==> src/rtl/phi_edge_sched.sv <==
// Round-robin edge scheduler feeding a PHI-node mux: picks one valid predecessor
// edge, registers its value and index, and hands it downstream via valid/ready.
module phi_edge_sched #(
  parameter int NUM_EDGES = 4,
  parameter int DATA_W    = 32,
  parameter int IDX_W     = (NUM_EDGES > 1) ? $clog2(NUM_EDGES) : 1
) (
  input  logic                        clk,
  input  logic                        rst_n,
  input  logic                        enable,
  input  logic [NUM_EDGES-1:0]        edge_valid,
  input  logic [NUM_EDGES*DATA_W-1:0] edge_data,
  output logic [NUM_EDGES-1:0]        edge_ready,
  output logic                        out_valid,
  output logic [DATA_W-1:0]           out_data,
  output logic [IDX_W-1:0]            out_edge_idx,
  input  logic                        out_ready,
  output logic [15:0]                 conflict_cnt
);

  typedef enum logic [0:0] {ST_EMPTY = 1'b0, ST_FULL = 1'b1} state_t;

  state_t                 state_r, state_nxt_s;
  logic                   out_valid_r;
  logic [DATA_W-1:0]      out_data_r;
  logic [IDX_W-1:0]       out_idx_r;
  logic [IDX_W-1:0]       rr_ptr_r;
  logic [15:0]            conflict_cnt_r;

  logic                   can_load_s;
  logic [NUM_EDGES-1:0]   grant_s;
  logic                   grant_any_s;
  logic [DATA_W-1:0]      sel_data_s;
  logic [IDX_W-1:0]       sel_idx_s;
  logic [IDX_W-1:0]       ptr_nxt_s;
  logic                   multi_req_s;

  function automatic logic [NUM_EDGES-1:0] first_set(input logic [NUM_EDGES-1:0] req);
    logic [NUM_EDGES-1:0] one;
    logic                 found;
    one   = '0;
    found = 1'b0;
    for (int i = 0; i < NUM_EDGES; i++) begin
      if (req[i] && !found) begin
        one[i] = 1'b1;
        found  = 1'b1;
      end else begin
        one[i] = 1'b0;
      end
    end
    return one;
  endfunction

  // Requests at or above the pointer win first; otherwise wrap to the lowest request.
  function automatic logic [NUM_EDGES-1:0] rr_grant(input logic [NUM_EDGES-1:0] valid,
                                                   input logic [IDX_W-1:0]     ptr);
    logic [NUM_EDGES-1:0] upper;
    upper = '0;
    for (int i = 0; i < NUM_EDGES; i++) begin
      upper[i] = valid[i] & (IDX_W'(i) >= ptr);
    end
    return (|upper) ? first_set(upper) : first_set(valid);
  endfunction

  function automatic logic [4:0] popcount(input logic [NUM_EDGES-1:0] v);
    logic [4:0] cnt;
    cnt = 5'd0;
    for (int i = 0; i < NUM_EDGES; i++) begin
      cnt = cnt + {4'd0, v[i]};
    end
    return cnt;
  endfunction

  // Grant selection and winning-edge data/index mux.
  always_comb begin
    can_load_s = enable & ((state_r == ST_EMPTY) | out_ready);
    if (rst_n && can_load_s) begin
      grant_s = rr_grant(edge_valid, rr_ptr_r);
    end else begin
      grant_s = '0;
    end
    grant_any_s = |grant_s;
    sel_data_s  = '0;
    sel_idx_s   = '0;
    for (int i = 0; i < NUM_EDGES; i++) begin
      sel_data_s = sel_data_s | ({DATA_W{grant_s[i]}} & edge_data[i*DATA_W +: DATA_W]);
      sel_idx_s  = sel_idx_s  | ({IDX_W{grant_s[i]}} & IDX_W'(i));
    end
    if (sel_idx_s == IDX_W'(NUM_EDGES - 1)) begin
      ptr_nxt_s = '0;
    end else begin
      ptr_nxt_s = sel_idx_s + IDX_W'(1);
    end
    multi_req_s = (popcount(edge_valid) >= 5'd2);
  end

  // Next-state logic for the single-entry output register.
  always_comb begin
    state_nxt_s = state_r;
    case (state_r)
      ST_EMPTY: begin
        if (grant_any_s) begin
          state_nxt_s = ST_FULL;
        end else begin
          state_nxt_s = ST_EMPTY;
        end
      end
      ST_FULL: begin
        if (grant_any_s) begin
          state_nxt_s = ST_FULL;
        end else if (enable && out_ready) begin
          state_nxt_s = ST_EMPTY;
        end else begin
          state_nxt_s = ST_FULL;
        end
      end
      default: state_nxt_s = ST_EMPTY;
    endcase
  end

  // State, output register, round-robin pointer and conflict counter.
  always_ff @(posedge clk) begin
    if (!rst_n) begin
      state_r        <= ST_EMPTY;
      out_valid_r    <= 1'b0;
      out_data_r     <= '0;
      out_idx_r      <= '0;
      rr_ptr_r       <= '0;
      conflict_cnt_r <= 16'd0;
    end else begin
      state_r     <= state_nxt_s;
      out_valid_r <= (state_nxt_s == ST_FULL);
      if (grant_any_s) begin
        out_data_r <= sel_data_s;
        out_idx_r  <= sel_idx_s;
        rr_ptr_r   <= ptr_nxt_s;
      end
      if (grant_any_s && multi_req_s && (conflict_cnt_r != 16'hFFFF)) begin
        conflict_cnt_r <= conflict_cnt_r + 16'd1;
      end
    end
  end

  assign edge_ready   = grant_s;
  assign out_valid    = out_valid_r;
  assign out_data     = out_data_r;
  assign out_edge_idx = out_idx_r;
  assign conflict_cnt = conflict_cnt_r;

endmodule

==> config.mk <==
export PLATFORM = sky130hd
export DESIGN_NAME = phi_edge_sched
export DESIGN_NICKNAME = d
export VERILOG_FILES = /design/src/rtl/phi_edge_sched.sv
export SDC_FILE = /design/constraint.sdc
export NUM_CORES = 1
export LEC_CHECK = 0
export CORE_MARGIN = 4
export CORE_UTILIZATION = 30
export CTS_CLUSTER_DIAMETER = 100
export DETAILED_ROUTE_END_ITERATION = 10
export PLACE_DENSITY = 0.78
export SYNTH_ARGS = -nofsm -noshare
export SYNTH_HDL_FRONTEND = slang
export SYNTH_SLANG_ARGS = --single-unit
==> constraint.sdc <==
create_clock -name clk -period 1.88 [get_ports clk]
set_input_delay 0.188 -clock clk [delete_from_list [all_inputs] [get_ports clk]]
set_output_delay 0.188 -clock clk [all_outputs]
set_load 0.02 [all_outputs]
==> results of run 1 <==
cells in the mapped netlist, types with 2 or more instances:
cell type	n	area, sq um
ha_1	3	37.5
nand3_1	9	45.0
or4_1	10	75.1
mux2i_1	3	30.0
buf_2	3	15.0
o31ai_1	10	75.1
a211oi_2	2	25.0
clkbuf_1	21	78.8
nor2b_1	3	18.8
and3_1	3	18.8
nand2b_1	2	12.5
or3_1	2	12.5
nor4_1	2	12.5
nor2_1	12	45.0
o211ai_1	2	15.0
nand4_1	2	12.5
buf_6	5	56.3
nand2_1	12	45.0
o21ai_0	66	330
o22ai_1	2	12.5
a21oi_1	49	245
dfxtp_1	53	1060
a222oi_1	32	320
nor3_1	4	20.0
inv_1	9	33.8
power groups by stage:
stage          Combinational (mW)  Sequential (mW)  Clock [mW]
2_1_floorplan               0.311             1.39           0
3_3_place_gp                 1.05             1.29           0
3_5_place_dp                 1.07             1.29           0
4_1_cts                      1.22             1.28       0.848
5_1_grt                      1.39             1.30       0.900
6_report                     1.31             1.28       0.837
layer usage:
| layer | up-vias | part of all wire (%) |
|---|---|---|
| met2 | 190 | 55 |
| li1 | 1829 | - |
| met1 | 1842 | 36 |
| met4 | 0 | 1.2 |
| met5 | - | 0 |
| met3 | 19 | 8.4 |
logic make-up after synthesis:
group / synth area share [%]
buffers and inverters: 6.66
AO/OA/AOI/OAI: 41.1
multiplexers: 1.05
AND/OR/NAND/NOR: 12.2
flip-flops: 36.9
adder cells (fa/ha/maj): 2.00
timing repair:
action / 4_1_cts / 5_1_grt
setup buffers: 10 / 2
pin swaps: 22 / 9
cloned: 3 / 2
resized for setup: 111 / 43
setup endpoints to repair: 54 / 54
cell type report:
type / count / area (sq um) / area share (%)
tap: 129 / 161 / 2.71
multi-input combinational: 251 / 2010 / 33.8
timing repair buffer: 258 / 2550 / 42.9
sequential: 53 / 1070 / 18.0
clock inverter: 2 / 37.5 / 0.631
inverter: 9 / 33.8 / 0.567
clock buffer: 6 / 82.6 / 1.39
through the flow:
step | TNS (ps) | hold WS [ps] | util, %
floorplan | -627 | 375 | -
global placement | -28390 | 474 | 56.3
detailed placement | -31590 | 493 | 56.3
CTS | -3550 | 507 | 61.4
global route | -8840 | 523 | 64.1
finish | -5920 | 502 | 64.1
worst min-delay path: stages, from the launching register on:
cell	delay, ps
dfxtp_2	360
nand2_1	60
mux2i_1	50
sequential cells by signal, indices dropped and copies added, names as in the netlist:
signal        count
conflict_cnt     16
out_data         32
out_edge_idx      2
out_valid         1
rr_ptr_r          2
final timing paths:
check	start	to	cells past startpoint
setup / recovery	rr_ptr_r[0]	out_data[0]	9
hold / removal	conflict_cnt[2]	conflict_cnt[2]	2
setup reg to reg	rr_ptr_r[0]	out_data[0]	9
hold reg to reg	conflict_cnt[2]	conflict_cnt[2]	2
==> impl_metrics.py, run 1 <==
metrics = {
    "global_route": {
        "met1_usage_pct": 22.7,
        "grt_use_met2_pct": 41.4,
        "grt_use_met3_pct": 4.78,
        "grt_pass1_wl_um": 19400,
        "grtUsageTotal_pct": 21.2,
        "grt.busiest_layer": "met2",
        "grt_pass1_vias": 4025,
        "antenna_found_initial": 0,
        "grt_max_degree": 42,
        "gr-total-overflow": 0,
    },
    "worst_setup_path": {
        "path_cells": "or2b_1 > a21oi_2 > buf_4 > a211oi_4 > buf_4 > a211o_4 > clkbuf_16 > o21ai_1 > a21oi_1",
        "rrSetupSlack_ps": -170,
        "end_kind": "flop",
        "path_class": "reg2reg",
        "worstPathRequired_ps": 2070,
        "cp_top_family": "compound AO/OA/AOI/OAI gates",
        "critical_path.slowest_cell": "a211o_4",
        "crit_arrival_ps": 2240,
        "cpMostUsedCell": "buf_4",
        "critPathLaunchType": "flop",
        "worstPathMaxFanout": 5,
        "path_buf_inv": 3,
        "max_stage_delay_ps": 390,
    },
    "synth": {
        "synth_cell_types": 45,
        "seq_area_frac_synth_pct": 36.9,
        "ys_ff_latch": 53,
        "synth_edf_count": 0,
        "synth_nets": 481,
        "syn_inst": 341,
        "synthFlopType": "dfxtp_1",
        "synth.avg_cell_area_sq_um": 8.42,
        "synth_area_sq_um": 2870,
        "ys_async_sr_fraction_pct": 0,
        "yosysWarnings": 0,
    },
    "final_layout": {
        "mostFrequentLayoutCell": "clkdlybuf4s50_1",
        "final_area_sq_um": 5950,
        "fin_nets": 718,
        "layout-area-overhead-vs-synth_pct": 107,
        "final_cell_mix": "clkdlybuf4s50_1 (182), buf_4 (53), dfxtp_1 (47)",
        "final_cells": 708,
        "final.fill_count": 771,
        "drive_gt1_share_pct": 27.8,
        "antennaDiodeCount": 0,
    },
    "cts": {
        "cts-root-buf": "clkbuf_8",
        "path_clk_slew_ps": 100,
        "cts_tree": "done",
        "cts_buffer_depth": 2,
        "cts_hold_buf": 0,
        "cts-buffers-inserted": 5,
        "clkSinkCount": 53,
        "clk_latency_ps": 310,
        "cts.htree.levels": 2,
    },
    "sta": {
        "relSlewSlack_pct": 58.2,
        "slew_viol_final": 0,
        "fmax_mhz": 488,
        "tightest_slew_ps": 627,
        "period_minus_slack_ps": 2050,
        "fin_crit_sh_pct": 109,
        "rsz0062_at_grt": "true",
        "skew_ps": 12.7,
        "setup_ws_ps": -169,
        "setup_viol": 50,
        "hold_viol_final": 0,
    },
    "floorplanning": {
        "dieHeight_um": 106,
        "core_sq_um": 9280,
        "num_rows": 35,
        "dieWidth_um": 106,
        "ioPinCount": 191,
        "start_util_pct": 30.9,
        "die-area_sq_um": 11200,
    },
    "run_status": {
        "violations": "setup timing",
        "status": "finished, violations left",
    },
    "power": {
        "p_leak_nw": 2.14,
        "clockPowerShare_pct": 24.4,
        "switchingPower_mw": 1.05,
        "power_density_nw_per_um2": 576,
        "seq_power_share_pct": 37.4,
        "ir_drop_mv": 0.374,
        "p_int_mw": 2.38,
        "p_sw_share_pct": 30.7,
        "finalPower_mw": 3.43,
        "p_comb_share_pct": 38.2,
    },
    "placed_design": {
        "io_buffers": 190,
        "post-place-ws_ps": -728,
        "placedCellCount": 683,
        "post_dp_cell_area_sq_um": 5230,
        "dp_hpwl_um": 9270,
        "routabilityCongestion": 0.849,
    },
    "hold_path": {
        "holdCritPathClass": "reg2reg",
    },
    "run": {
        "cap_viol_max_count": 0,
    },
    "routing": {
        "wl_um": 12800,
        "viasPerCell": 5.48,
        "drc": 0,
        "vias": 3880,
        "drtPass1Iterations": 8,
        "wl_per_cell_um": 18.0,
        "ant_nets": 0,
        "drt_iter0_markers": 226,
    },
}
(Power assumes the default switching activity.)
==> run 2, diff against run 1 <==
- HOLD_SLACK_MARGIN: default -> 0.12
==> results of run 2 <==
Final layout, timing and power as in run 1 (identical DEF).
